[config.mk]
export PLATFORM = sky130hd
export DESIGN_NAME = instr_fetch_flat
export DESIGN_NICKNAME = d
export VERILOG_FILES = /design/src/rtl/instr_fetch_pkg.sv /design/src/rtl/instr_fetch_if.sv /design/src/rtl/instr_fetch_buf.sv /design/src/rtl/instr_fetch.sv /design/src/flat_wrapper.sv
export SDC_FILE = /design/constraint.sdc
export NUM_CORES = 1
export LEC_CHECK = 0
export BUFFER_PORTS_ARGS = -buffer_cell sky130_fd_sc_hd__buf_2
export CAP_MARGIN = 20
export CORE_MARGIN = 2
export CORE_UTILIZATION = 50
export DETAILED_ROUTE_END_ITERATION = 12
export GPL_TIMING_DRIVEN = 0
export PLACE_DENSITY = 0.78
export SYNTH_ARGS = -nofsm -noshare
export SYNTH_HDL_FRONTEND = slang
export SYNTH_SLANG_ARGS = --single-unit
[constraint.sdc]
create_clock -name clk -period 2.54 [get_ports clk]
set_clock_uncertainty 0.1 [all_clocks]
set_input_delay 0.127 -clock clk [delete_from_list [all_inputs] [get_ports clk]]
set_output_delay 0.127 -clock clk [all_outputs]
set_load 0.05 [all_outputs]
[src/rtl/instr_fetch_pkg.sv]
// Shared widths, opcode map and buffer entry type for the instruction fetch unit.
// IFETCH_SKID_EN selects a two-entry buffer; the default build uses a single entry.
package instr_fetch_pkg;

    localparam int INST_W = 8;
    localparam int PC_W   = 8;

`ifdef IFETCH_SKID_EN
    localparam int IFETCH_DEPTH = 2;
`else
    localparam int IFETCH_DEPTH = 1;
`endif

    localparam int IFETCH_CNT_W = $clog2(IFETCH_DEPTH + 1);

    typedef enum logic [3:0] {
        OP_MOVE = 4'b0000,
        OP_ADD  = 4'b0001,
        OP_SUB  = 4'b0010,
        OP_AND  = 4'b0011,
        OP_OR   = 4'b0100,
        OP_XOR  = 4'b0101,
        OP_SHL  = 4'b0110,
        OP_SHR  = 4'b0111,
        OP_BEQ  = 4'b1000,
        OP_BNE  = 4'b1001,
        OP_LD   = 4'b1010,
        OP_ST   = 4'b1011,
        OP_JMP  = 4'b1100,
        OP_JAL  = 4'b1101,
        OP_CMP  = 4'b1110,
        OP_LI   = 4'b1111
    } opcode_t;

    typedef struct packed {
        logic [INST_W-1:0] data;
        logic [PC_W-1:0]   pc;
    } fetch_entry_t;

    function automatic opcode_t op_of(input logic [INST_W-1:0] inst);
        return opcode_t'(inst[INST_W-1:INST_W-4]);
    endfunction

    // Opcodes that execute may turn into a redirect.
    function automatic logic is_flow_op(input opcode_t op);
        return op inside {OP_BEQ, OP_BNE, OP_JMP, OP_JAL};
    endfunction

endpackage

[src/rtl/instr_fetch_if.sv]
// Bundles the memory, decoder and redirect signals of the fetch unit.
// master = fetch unit side, slave = memory/decoder/execute side.
interface instr_fetch_if;
    import instr_fetch_pkg::*;

    logic              imem_en;
    logic [PC_W-1:0]   imem_addr;
    logic [INST_W-1:0] imem_rdata;
    logic              inst_valid;
    logic              inst_ready;
    logic [INST_W-1:0] inst_data;
    logic [PC_W-1:0]   inst_pc;
    logic              redirect_valid;
    logic [PC_W-1:0]   redirect_pc;

    modport master (
        output imem_en, imem_addr, inst_valid, inst_data, inst_pc,
        input  imem_rdata, inst_ready, redirect_valid, redirect_pc
    );

    modport slave (
        input  imem_en, imem_addr, inst_valid, inst_data, inst_pc,
        output imem_rdata, inst_ready, redirect_valid, redirect_pc
    );

endinterface

[src/rtl/instr_fetch_buf.sv]
// ifetch_buf: in-order synchronous FIFO of {data, pc} entries with flush.
// Entry 0 is always the oldest, so the head needs no read pointer.
module ifetch_buf
    import instr_fetch_pkg::*;
#(
    parameter int  DEPTH = 1,
    localparam int CNT_W = $clog2(DEPTH + 1)
) (
    input  logic             clk,
    input  logic             rst,
    input  logic             flush,
    input  logic             push,
    input  fetch_entry_t     push_entry,
    input  logic             pop,
    output fetch_entry_t     head,
    output logic [CNT_W-1:0] count
);

    fetch_entry_t     mem   [DEPTH];
    fetch_entry_t     mem_n [DEPTH];
    logic [CNT_W-1:0] count_n;
    logic [CNT_W-1:0] wr_idx;
    logic             pop_ok;

    always_comb begin
        pop_ok = pop && (count != '0);
        wr_idx = count - CNT_W'(pop_ok);
        for (int i = 0; i < DEPTH; i++) begin
            mem_n[i] = mem[i];
        end
        if (pop_ok) begin
            for (int i = 0; i < DEPTH - 1; i++) begin
                mem_n[i] = mem[i + 1];
            end
        end
        // The write slot accounts for the shift caused by a same-cycle pop.
        if (push) begin
            for (int i = 0; i < DEPTH; i++) begin
                if (CNT_W'(i) == wr_idx) begin
                    mem_n[i] = push_entry;
                end
            end
        end
        count_n = count - CNT_W'(pop_ok) + CNT_W'(push);
    end

    always_ff @(posedge clk or posedge rst) begin
        if (rst) begin
            count <= '0;
            for (int i = 0; i < DEPTH; i++) begin
                mem[i] <= '0;
            end
        end else if (flush) begin
            count <= '0;
        end else begin
            count <= count_n;
            for (int i = 0; i < DEPTH; i++) begin
                mem[i] <= mem_n[i];
            end
        end
    end

    assign head = mem[0];

endmodule

[src/rtl/instr_fetch.sv]
// Instruction fetch: issues one-cycle-latency memory reads and queues results for decode.
// Buffer depth comes from IFETCH_SKID_EN (2 entries when defined, 1 otherwise).
module instr_fetch
    import instr_fetch_pkg::*;
#(
    parameter logic [PC_W-1:0] RESET_PC = 8'h00
) (
    input logic           clk,
    input logic           rst,
    instr_fetch_if.master bus
);

    localparam int OCC_W = IFETCH_CNT_W + 1;

    logic [PC_W-1:0]         pc;
    logic [PC_W-1:0]         inflight_pc;
    logic                    inflight;
    logic [IFETCH_CNT_W-1:0] count;
    logic [OCC_W-1:0]        occ;
    fetch_entry_t            head;
    fetch_entry_t            push_entry;
    logic                    valid;
    logic                    pop;
    logic                    push;
    logic                    issue;
    logic                    flush;

    always_comb begin
        valid      = (count != '0);
        pop        = valid && bus.inst_ready;
        flush      = bus.redirect_valid;
        // An entry leaving this cycle frees its slot for a new request.
        occ        = {1'b0, count} + OCC_W'(inflight) - OCC_W'(pop);
        issue      = !rst && !flush && (occ < OCC_W'(IFETCH_DEPTH));
        push       = inflight && !flush;
        push_entry = '{data: bus.imem_rdata, pc: inflight_pc};
    end

    always_ff @(posedge clk or posedge rst) begin
        if (rst) begin
            pc          <= RESET_PC;
            inflight    <= 1'b0;
            inflight_pc <= '0;
        end else if (flush) begin
            // Dropping the in-flight flag discards next cycle's response.
            pc       <= bus.redirect_pc;
            inflight <= 1'b0;
        end else begin
            inflight <= issue;
            if (issue) begin
                pc          <= pc + PC_W'(1);
                inflight_pc <= pc;
            end
        end
    end

    ifetch_buf #(
        .DEPTH (IFETCH_DEPTH)
    ) u_buf (
        .clk        (clk),
        .rst        (rst),
        .flush      (flush),
        .push       (push),
        .push_entry (push_entry),
        .pop        (pop),
        .head       (head),
        .count      (count)
    );

    assign bus.imem_en    = issue;
    assign bus.imem_addr  = pc;
    assign bus.inst_valid = valid;
    assign bus.inst_data  = head.data;
    assign bus.inst_pc    = head.pc;

endmodule
[src/flat_wrapper.sv]
// flat-port wrapper written by rule: the top's interface ports become plain ports
module instr_fetch_flat import instr_fetch_pkg::*;
#(
    parameter logic [PC_W-1:0] RESET_PC = 8'h00
)
  (clk, rst, bus_imem_en, bus_imem_addr, bus_inst_valid, bus_inst_data, bus_inst_pc, bus_imem_rdata, bus_inst_ready, bus_redirect_valid, bus_redirect_pc);
  instr_fetch_if bus_i ();
  input logic clk;
  input logic rst;
  output wire logic [$bits(bus_i.imem_en)-1:0] bus_imem_en;
  output wire logic [$bits(bus_i.imem_addr)-1:0] bus_imem_addr;
  output wire logic [$bits(bus_i.inst_valid)-1:0] bus_inst_valid;
  output wire logic [$bits(bus_i.inst_data)-1:0] bus_inst_data;
  output wire logic [$bits(bus_i.inst_pc)-1:0] bus_inst_pc;
  input wire logic [$bits(bus_i.imem_rdata)-1:0] bus_imem_rdata;
  input wire logic [$bits(bus_i.inst_ready)-1:0] bus_inst_ready;
  input wire logic [$bits(bus_i.redirect_valid)-1:0] bus_redirect_valid;
  input wire logic [$bits(bus_i.redirect_pc)-1:0] bus_redirect_pc;
  assign bus_imem_en = bus_i.imem_en;
  assign bus_imem_addr = bus_i.imem_addr;
  assign bus_inst_valid = bus_i.inst_valid;
  assign bus_inst_data = bus_i.inst_data;
  assign bus_inst_pc = bus_i.inst_pc;
  assign bus_i.imem_rdata = bus_imem_rdata;
  assign bus_i.inst_ready = bus_inst_ready;
  assign bus_i.redirect_valid = bus_redirect_valid;
  assign bus_i.redirect_pc = bus_redirect_pc;
  instr_fetch #(.RESET_PC(RESET_PC)) u_core (.clk(clk), .rst(rst), .bus(bus_i));
endmodule
==> summary.md <==
| Metric | Value |
|---|---|
| Share of layout cells above drive strength 1 | 0.495 |
| Tcrit/Tclk final | 0.951 |
| Drt pass-1 iters | 4 |
| Per-cell routed wire length | 15.5 µm |
| I/O Pins | 46 |
| Yosys warning count | 0 |
| Worst Setup End Kind | primary output |
| Pleak | 1.04 nW |
| Detail Route Antenna Nets | 0 |
| Area Growth Syn to Fin | 37.5% |
| Final setup fails | 0 |
| Unrepaired setup endpoints after global routing | false |
| RePlAce Congestion | 0.817 |
| Total die area | 3550 µm² |
| Vias in the first global route | 1,164 |
| Mux share of post-synthesis cell area | 0.189 |
| Routed vias | 1,194 |
| CTS H-tree depth | 2 |
| Max-Cap Viols | 0 |
| Clk buf depth | 2 |
| Setup Crit Path Kind | reg2out |
| Final setup margin | 0.124 ns |
| Synth Flop Type | dfrtp_1 |
| Ant. Diodes | 0 |
| Die H | 59.6 µm |
| Relative slew slack | 0.637 |
| Post-DP Area | 1840 µm² |
| First-pass GRT wire length | 5360 µm |
| Largest net degree at the start of global routing | 24 |
| Worst Tran Pin Value | 0.544 ns |
| # clock sinks | 34 |
| Final Hold Vio Count | 0 |
| Adder-Cell Fraction of Synth Area | 0.0243 |
| Avg Inst Size Synth | 14.2 µm² |
| Synth area leaders | dfrtp_1, mux2_2, mux2_4, a221o_1, ha_1 |
| Worst-Skew Late Latency | 0.33 ns |
| Core ar. | 3000 µm² |
| Post-synth ARST share | 1.00 |
| Final #Nets | 209 |
| Post-Layout Cell Count | 219 |
| Cells after Synth | 109 |
| Seq cells post-synth | 34 |
| Remaining DRCs | 0 |
| Post-route cell area | 2130 µm² |
| Site Rows | 20 |
| Pwr dens | 969 nW/µm² |
| Syn nets | 132 |
| Post-synthesis xor/xnor area fraction | 0.0291 |
| Final Util | 0.708 |
| Post-synthesis compound-gate area fraction | 0.0769 |
| Via-to-Cell Ratio | 5.45 |
| Drt total wl | 3390 µm |
| Maximum vdd drop | 0.484 mV |
| Max frequency | 414 MHz |
| Critical path peak fanout | 10 |
| Final TNS setup | 0 ns |
| PortBufs | 45 |
| Worst Setup Start Kind | flip-flop |
| Seq/Total Area, Yosys | 0.550 |
| Post-Synth Simple-Gate Area | 0.0987 |
| Overflow after GRT | 0 |
| Largest family of logic cells by synthesized area | multiplexers |
| Synth top area share | 0.550 |
| Initial antenna violation count | 0 |
| Pre-CTS setup slack | 0.245 ns |
| Data required, critical path | 2.31 ns |
| Most common library cells after synthesis | dfrtp_1, mux2_2, inv_1, mux2_4, nand2_1 |
| Count leader, synth | dfrtp_1 |
| Clk slew on worst S/H paths | 0.09 ns |
| Total power | 2.06 mW |
| HP Class | in2reg |
| Starting Density | 0.515 |
| CTS Root Cell | clkbuf_4 |
| EDFF count, synth | 0 |
| All-Layer GR Usage | 0.214 |
| Post-Syn Area | 1550 µm² |
| Slew Limit Fails | 0 |
| CTS Buf Count | 5 |
| Die X | 59.6 µm |
| Synth area leader | dfrtp_1 |
| Post-DP HPWL | 2240 µm |
| WHS | 0.0444 ns |
| Min cycle time layout | 2.42 ns |
| Synth cell types | 27 |
| DR iter-0 viols | 60 |
| DP Cell Count | 188 |
| Critical path arrival | 2.19 ns |
| Run status | finished, final reports clean |
| CTS tree | built |
where the power goes:
group,total (mW),switching [mW],internal (mW)
clock network,0.270,0.166,0.104
registers,0.820,0.101,0.719
logic,0.969,0.644,0.325
total,2.06,0.911,1.15
state kept, by name (all words and copies together) (netlist names):
| register | cells |
|---|---|
| u_core.inflight_pc | 8 |
| u_core.bus.imem_addr | 8 |
| u_core.inflight | 1 |
| u_core.u_buf.count | 1 |
| u_core.u_buf.head | 16 |
worst paths after layout:
path	from	end	cells past startpoint	slack, ns
hold reg to reg	u_core.u_buf.head[4]	u_core.u_buf.head[4]	1	0.41
max in group asynchronous	rst	u_core.u_buf.head[0]	4	1.55
setup reg to reg	u_core.u_buf.count	u_core.bus.imem_addr[6]	10	0.31
setup / recovery	u_core.u_buf.count	bus_imem_en	9	0.12
hold / removal	bus_inst_ready	u_core.u_buf.count	4	0.04
min in group asynchronous	rst	u_core.bus.imem_addr[4]	3	0.30
layer usage:
| layer | wire length [µm] | vias up | track usage |
|---|---|---|---|
| met5 | 0 | - | 0 |
| met4 | 53 | 0 | 0.0762 |
| met3 | 246 | 7 | 0.0699 |
| met2 | 1720 | 62 | 0.364 |
| met1 | 1370 | 570 | 0.252 |
| li1 | - | 555 | - |
layout make-up:
cell class / count / area [µm²]
multi-input combinational: 66 / 654
buffer: 3 / 30.0
inverter: 6 / 22.5
timing repair buffer: 70 / 482
sequential: 34 / 851
tap: 33 / 41.3
clock buffer: 7 / 45.0
fill: 223 / 877
kinds of logic after synthesis:
| group | after synthesis |
|---|---|
| XOR/XNOR | 3 |
| buffers and inverters | 9 |
| flip-flops | 34 |
| adder cells (fa/ha/maj) | 3 |
| AND/OR/NAND/NOR | 23 |
| AO/OA/AOI/OAI | 13 |
| multiplexers | 24 |
layout by cell type (no fill, tap or decap), drive strengths merged:
master       count
buf             55
dlygate4sd3     17
and2             1
o21ai            1
nor3b            3
nor2             2
nor2b            1
xor2             1
nand2            6
clkbuf           8
dfrtp           34
or3              1
o311ai           2
ha               3
o211ai           3
nand3            4
inv              6
and3             3
a31oi            3
nor3             1
xnor2            2
and4             1
a221o            4
mux2            24
critical path, stage by stage (launching register included):
cell and delay [ns]:
dfrtp_1 0.40, and2_1 0.17, ha_1 0.27, inv_1 0.07
ha_2 0.28, nor2_4 0.12, nand3_4 0.13, buf_8 0.19
inv_1 0.07, buf_6 0.15
timing repair:
item,CTS,global route
resized for setup,2,3
pin swaps,2,2
setup buffers,2,5
hold buffers,17,0
hold endpoints to repair,27,0
setup endpoints to repair,1,1
No activity file was read; power rests on OpenSTA's default activity.
